**src/rtl/cp0_pkg.sv**
```systemverilog
// Shared CP0 constants: register numbers, exception codes, handler vector and field positions.
package cp0_pkg;
  localparam logic [4:0] REG_BADVADDR = 5'd8;
  localparam logic [4:0] REG_SR       = 5'd12;
  localparam logic [4:0] REG_CAUSE    = 5'd13;
  localparam logic [4:0] REG_EPC      = 5'd14;
  localparam logic [4:0] REG_PRID     = 5'd15;

  localparam logic [4:0] EXC_INT  = 5'd0;
  localparam logic [4:0] EXC_ADEL = 5'd4;
  localparam logic [4:0] EXC_ADES = 5'd5;
  localparam logic [4:0] EXC_RI   = 5'd10;
  localparam logic [4:0] EXC_OV   = 5'd12;

  localparam logic [31:0] HANDLER_ADDR = 32'h0000_4180;

  localparam int SR_IM_HI    = 15;
  localparam int SR_IM_LO    = 10;
  localparam int SR_EXL      = 1;
  localparam int SR_IE       = 0;
  localparam int CAUSE_BD    = 31;
  localparam int CAUSE_IP_HI = 15;
  localparam int CAUSE_IP_LO = 10;
  localparam int CAUSE_EC_HI = 6;
  localparam int CAUSE_EC_LO = 2;

  // A delay-slot fault restarts at the branch, one word before the slot.
  function automatic logic [31:0] epc_of(input logic [31:0] pc, input logic bd);
    logic [31:0] aligned;
    aligned = {pc[31:2], 2'b00};
    return bd ? aligned - 32'd4 : aligned;
  endfunction
endpackage

```
**src/rtl/cp0_exc.sv**
```systemverilog
// CP0 register file (SR/Cause/EPC/PRId) with interrupt/exception request logic.
// Optional BadVAddr register (8) and BadAddr input when CP0_BADVADDR_EN is defined.
module cp0_exc
  import cp0_pkg::*;
#(
  parameter logic [31:0] PRID = 32'h4C5A_4D4A
) (
  input  logic        clk,
  input  logic        reset,
  input  logic [4:0]  A1,
  input  logic [4:0]  A2,
  input  logic [31:0] DIn,
  input  logic        WE,
  input  logic [31:0] PC,
  input  logic        BD,
  input  logic [4:0]  ExcCode,
  input  logic [5:0]  HWInt,
  input  logic        EXLClr,
`ifdef CP0_BADVADDR_EN
  input  logic [31:0] BadAddr,
`endif
  output logic        Req,
  output logic [31:0] EPCOut,
  output logic [31:0] DOut
);

  logic [5:0]  r_im;
  logic        r_exl;
  logic        r_ie;
  logic        r_bd;
  logic [5:0]  r_ip;
  logic [4:0]  r_exc_code;
  logic [31:0] r_epc;
`ifdef CP0_BADVADDR_EN
  logic [31:0] r_badvaddr;
`endif

  logic        w_int_req;
  logic        w_exc_req;
  logic        w_req;
  logic [31:0] w_sr;
  logic [31:0] w_cause;
  logic        w_unused;

  assign w_int_req = (|(r_ip & r_im)) & r_ie & ~r_exl;
  assign w_exc_req = (ExcCode != EXC_INT) & ~r_exl;
  assign w_req     = w_int_req | w_exc_req;

  assign w_sr    = {16'b0, r_im, 8'b0, r_exl, r_ie};
  assign w_cause = {r_bd, 15'b0, r_ip, 3'b0, r_exc_code, 2'b00};
  assign w_unused = ^{DIn[31:16], DIn[9:2], PC[1:0]};

  always_ff @(posedge clk) begin
    if (reset) begin
      r_im       <= '0;
      r_exl      <= 1'b0;
      r_ie       <= 1'b0;
      r_bd       <= 1'b0;
      r_ip       <= '0;
      r_exc_code <= '0;
      r_epc      <= '0;
`ifdef CP0_BADVADDR_EN
      r_badvaddr <= '0;
`endif
    end else begin
      r_ip <= HWInt;
      if (w_req) begin
        // Entry owns SR/EPC this cycle; any concurrent mtc0 is dropped.
        r_exl      <= 1'b1;
        r_bd       <= BD;
        r_exc_code <= w_int_req ? EXC_INT : ExcCode;
        r_epc      <= epc_of(PC, BD);
`ifdef CP0_BADVADDR_EN
        if (!w_int_req && (ExcCode == EXC_ADEL || ExcCode == EXC_ADES))
          r_badvaddr <= BadAddr;
`endif
      end else begin
        if (WE && A2 == REG_SR) begin
          r_im <= DIn[SR_IM_HI:SR_IM_LO];
          r_ie <= DIn[SR_IE];
        end
        if (EXLClr)
          r_exl <= 1'b0;
        else if (WE && A2 == REG_SR)
          r_exl <= DIn[SR_EXL];
        if (WE && A2 == REG_EPC)
          r_epc <= DIn;
      end
    end
  end

  always_comb begin
    DOut = '0;
    case (A1)
      REG_SR:       DOut = w_sr;
      REG_CAUSE:    DOut = w_cause;
      REG_EPC:      DOut = r_epc;
      REG_PRID:     DOut = PRID;
`ifdef CP0_BADVADDR_EN
      REG_BADVADDR: DOut = r_badvaddr;
`endif
      default:      DOut = '0;
    endcase
  end

  assign Req    = w_req;
  assign EPCOut = r_epc;

endmodule
```
**config.mk**
```make
export PLATFORM = sky130hd
export DESIGN_NAME = cp0_exc
export DESIGN_NICKNAME = d
export VERILOG_FILES = /design/src/rtl/cp0_pkg.sv /design/src/rtl/cp0_exc.sv
export SDC_FILE = /design/constraint.sdc
export NUM_CORES = 1
export LEC_CHECK = 0
export CORE_ASPECT_RATIO = 0.75
export CORE_UTILIZATION = 35
export DETAILED_ROUTE_END_ITERATION = 8
export DONT_BUFFER_PORTS = 1
export GPL_TIMING_DRIVEN = 0
export RECOVER_POWER = 50
export SKIP_LAST_GASP = 1
export SLEW_MARGIN = 10
export SYNTH_ARGS = -nofsm -noshare
export SYNTH_HDL_FRONTEND = slang
export SYNTH_SLANG_ARGS = --single-unit
```
**constraint.sdc**
```tcl
create_clock -name clk -period 2.3 [get_ports clk]
set_clock_uncertainty 0.1 [all_clocks]
set_input_delay 0.46 -clock clk [delete_from_list [all_inputs] [get_ports clk]]
set_output_delay 0.46 -clock clk [all_outputs]
set_load 0.01 [all_outputs]
```
==> flow_metrics.env <==
export IMPL_start_util=0.370
export IMPL_ys_flop_type="dfxtp_1"
export IMPL_drtIter0Drc=199
export IMPL_p_leak_nw=1.41
export IMPL_ys_seq_elements=52
export IMPL_synthesis_nets=479
export IMPL_drt_met1_wl_mm=5.19
export IMPL_grt_total_usage=0.233
export IMPL_fin_tns_setup_ns=0
export IMPL_syn_avg_cell_area_um2=8.31
export IMPL_maxSlewHeadroom=0.456
export IMPL_period_needed_ns=2.23
export IMPL_drc=0
export IMPL_worstSetupPathType="in -> out"
export IMPL_first_global_vias=2919
export IMPL_drt_pass1_iterations=4
export IMPL_io_pins=155
export IMPL_start_kind="input pin"
export IMPL_crit_path_top_delay_cell="or4_1"
export IMPL_nets=485
export IMPL_holdWs_ns=0.193
export IMPL_ir_drop_mv=0.284
export IMPL_hold_viol=0
export IMPL_die_area_um2=9600
export IMPL_ys_seq_area_frac=0.323
export IMPL_cts_hold_buf=0
export IMPL_power_density_nw_per_um2=612
export IMPL_grt_max_degree=17
export IMPL_fp_coreArea_um2=8710
export IMPL_layout_commonest_cell="nor2_1"
export IMPL_fill_cells=901
export IMPL_num_rows=29
export IMPL_drive_above_1_share=0.0886
export IMPL_wirelength_mm=11.0
export IMPL_cpLargestDelayFamily="simple AND/OR/NAND/NOR gates"
export IMPL_fmax_mhz=449
export IMPL_hold_class="in -> reg"
export IMPL_synth_top_cells_by_area="dfxtp_1, mux2i_1, nor2_1"
export IMPL_cts_tree="yes"
export IMPL_worstPathRequired_ns=1.74
export IMPL_reg2reg_slack_ns=0.16
export IMPL_place_ws_ns=-0.365
export IMPL_grt_overflow=0
export IMPL_place_congestion=0.866
export IMPL_grt_pass1_wl_mm=16.8
export IMPL_synth_top_area_share=0.323
export IMPL_dr_wl_met3_mm=1.24
export IMPL_wl_per_cell_um=21.9
export IMPL_synth_edf_count=0
export IMPL_numCtsBuffers=5
export IMPL_end_kind="output port"
export IMPL_place_area_um2=3360
export IMPL_yosys_cell_types_count=46
export IMPL_synth_async_reset_ratio=0
export IMPL_crit_fanout=10
export IMPL_max_cap_viol_count=0
export IMPL_dpl_hpwl_mm=8.54
export IMPL_status="finished clean"
export IMPL_yosys_warnings=0
export IMPL_antenna_found_initial=0
export IMPL_ff2ff_path_depth=6
export IMPL_vias_per_cell=5.85
export IMPL_cts_sinks=52
export IMPL_finalMaxSlewViolations=0
export IMPL_seqCellArea_um2=1040
export IMPL_crit_start="ExcCode[1]"
export IMPL_cp_arrival_ns=1.67
export IMPL_cts_setup_buffers=0
export IMPL_clock_path_buffers=2
export IMPL_layout_setup_ws_ns=0.0725
export IMPL_clk_pin_slew_ns=0.07
export IMPL_htree_levels=2
export IMPL_timing_rr_start="r_ip[5]$_SDFF_PP0_"
export IMPL_die_x_um=113
export IMPL_portBuffers=0
export IMPL_die_h_um=85.1
export IMPL_route_met2_wl_mm=4.49
export IMPL_drtAntennaViolNets=0
export IMPL_synth_cells=388
export IMPL_area_growth_pct=9.90
export IMPL_root_buffer="clkbuf_16"
export IMPL_worstMarginPinSlew_ns=0.815
export IMPL_vias=2942
export IMPL_setup_violations_final=0
export IMPL_multi_input_area_um2=2060
export IMPL_fin_area_um2=3540
export IMPL_worst_skew_pair_late_latency_ns=0.29
export IMPL_path_depth=5
export IMPL_syn_area_um2=3220
export IMPL_diodes=0
export IMPL_r2r_end="r_exl$_SDFFE_PP0P_"
export IMPL_worstPathBufferInverterCount=2
export IMPL_endpoint="Req"
export IMPL_crit_path_cell_trace="or4_1, o21ai_1, and2_4, inv_1, buf_6"
export IMPL_finalCritPeriodShare=0.968
export IMPL_max_stage_delay_ns=0.50
export IMPL_yosysTopAreaCell="dfxtp_1"
export IMPL_final_cell_mix="nor2_1, dfxtp_1, mux2i_1"
export IMPL_top_layer_used="met4"
## through the flow
| stage | total power [W] | util | cells |
|---|---|---|---|
| after floorplan | 0.00129 | - | 388 |
| after global placement | 0.00138 | 0.386 | 496 |
| after detailed placement | 0.00139 | 0.386 | 496 |
| after CTS | 0.00218 | 0.405 | 503 |
| after global routing | 0.00227 | 0.407 | 503 |
| final | 0.00217 | 0.407 | 503 |
## worst register-to-register path: stages, from the launching register on
cell	delay [ns]
dfxtp_1	0.32
a22o_1	0.27
o311ai_2	0.32
and2_4	0.22
clkbuf_1	0.46
o21ai_0	0.17
nor2b_1	0.16
## flip-flops by register name (all words and copies together), names as in the netlist
register,cells
r_bd,1
r_ip,6
r_ie,1
r_exc_code,5
r_im,6
r_exl,1
EPCOut,32
## synth_stat cells (all sizes together) (2+ instances only)
cell type	number
clkbuf	16
nand2b	2
or4	6
nand3b	2
a22oi	4
o21ai	5
inv	5
nor2b	14
mux2	6
nor3	13
a21oi	26
mux2i	38
a211oi	17
nand4	3
nor3b	3
nand3	7
nand2	12
o31ai	3
a22o	3
nor4b	2
nor4	10
dfxtp	52
a21o	14
xnor2	22
nand4b	2
nor2	61
and2	11
or3	5
buf	9
xor2	5
## report_power, final
group	switching [W]	internal, W	total [W]
registers	0.0000780	0.000965	0.00104
clock network	0.000362	0.000434	0.000797
logic	0.000191	0.000138	0.000329
total	0.000632	0.00154	0.00217
## what timing repair did
| item | in CTS | in global routing |
|---|---|---|
| setup endpoints to repair | 49 | 15 |
| pin swaps | 0 | 2 |
| resized for setup | 9 | 11 |
## layout make-up
class,count,share of cell area
multi-input combinational,305,0.581
buffer,25,0.0388
clock inverter,2,0.00424
inverter,5,0.00530
tap,108,0.0381
sequential,52,0.294
clock buffer,6,0.0392
## layer usage
layer | global-route usage | vias up
met5 | 0 | -
met4 | 0.0533 | 0
met3 | 0.0829 | 6
met2 | 0.334 | 162
met1 | 0.330 | 1374
li1 | - | 1400
## cells by family after synthesis
logic type | count (synthesis) | synth area share
buf+inv | 31 | 0.0477
xor+xnor | 27 | 0.0733
simple gates | 156 | 0.254
compound gates | 77 | 0.159
flops | 52 | 0.323
mux | 44 | 0.139
fa+ha+maj | 1 | 0.00388
## how the worst min path moves through the flow
stage          slack [ns]                        from  cells past startpoint                          to
4_1_cts              0.19                    HWInt[5]                      1          r_ip[5]$_SDFF_PP0_
3_3_place_gp         0.34  r_exc_code[4]$_SDFFE_PP0N_                      2  r_exc_code[4]$_SDFFE_PP0N_
2_1_floorplan        0.33  r_exc_code[1]$_SDFFE_PP0N_                      2  r_exc_code[1]$_SDFFE_PP0N_
6_report             0.19                    HWInt[2]                      1          r_ip[2]$_SDFF_PP0_
5_1_grt              0.19                    HWInt[1]                      1          r_ip[1]$_SDFF_PP0_
3_5_place_dp         0.35  r_exc_code[0]$_SDFFE_PP0N_                      2  r_exc_code[0]$_SDFFE_PP0N_
No activity file was read; power rests on OpenSTA's default activity.
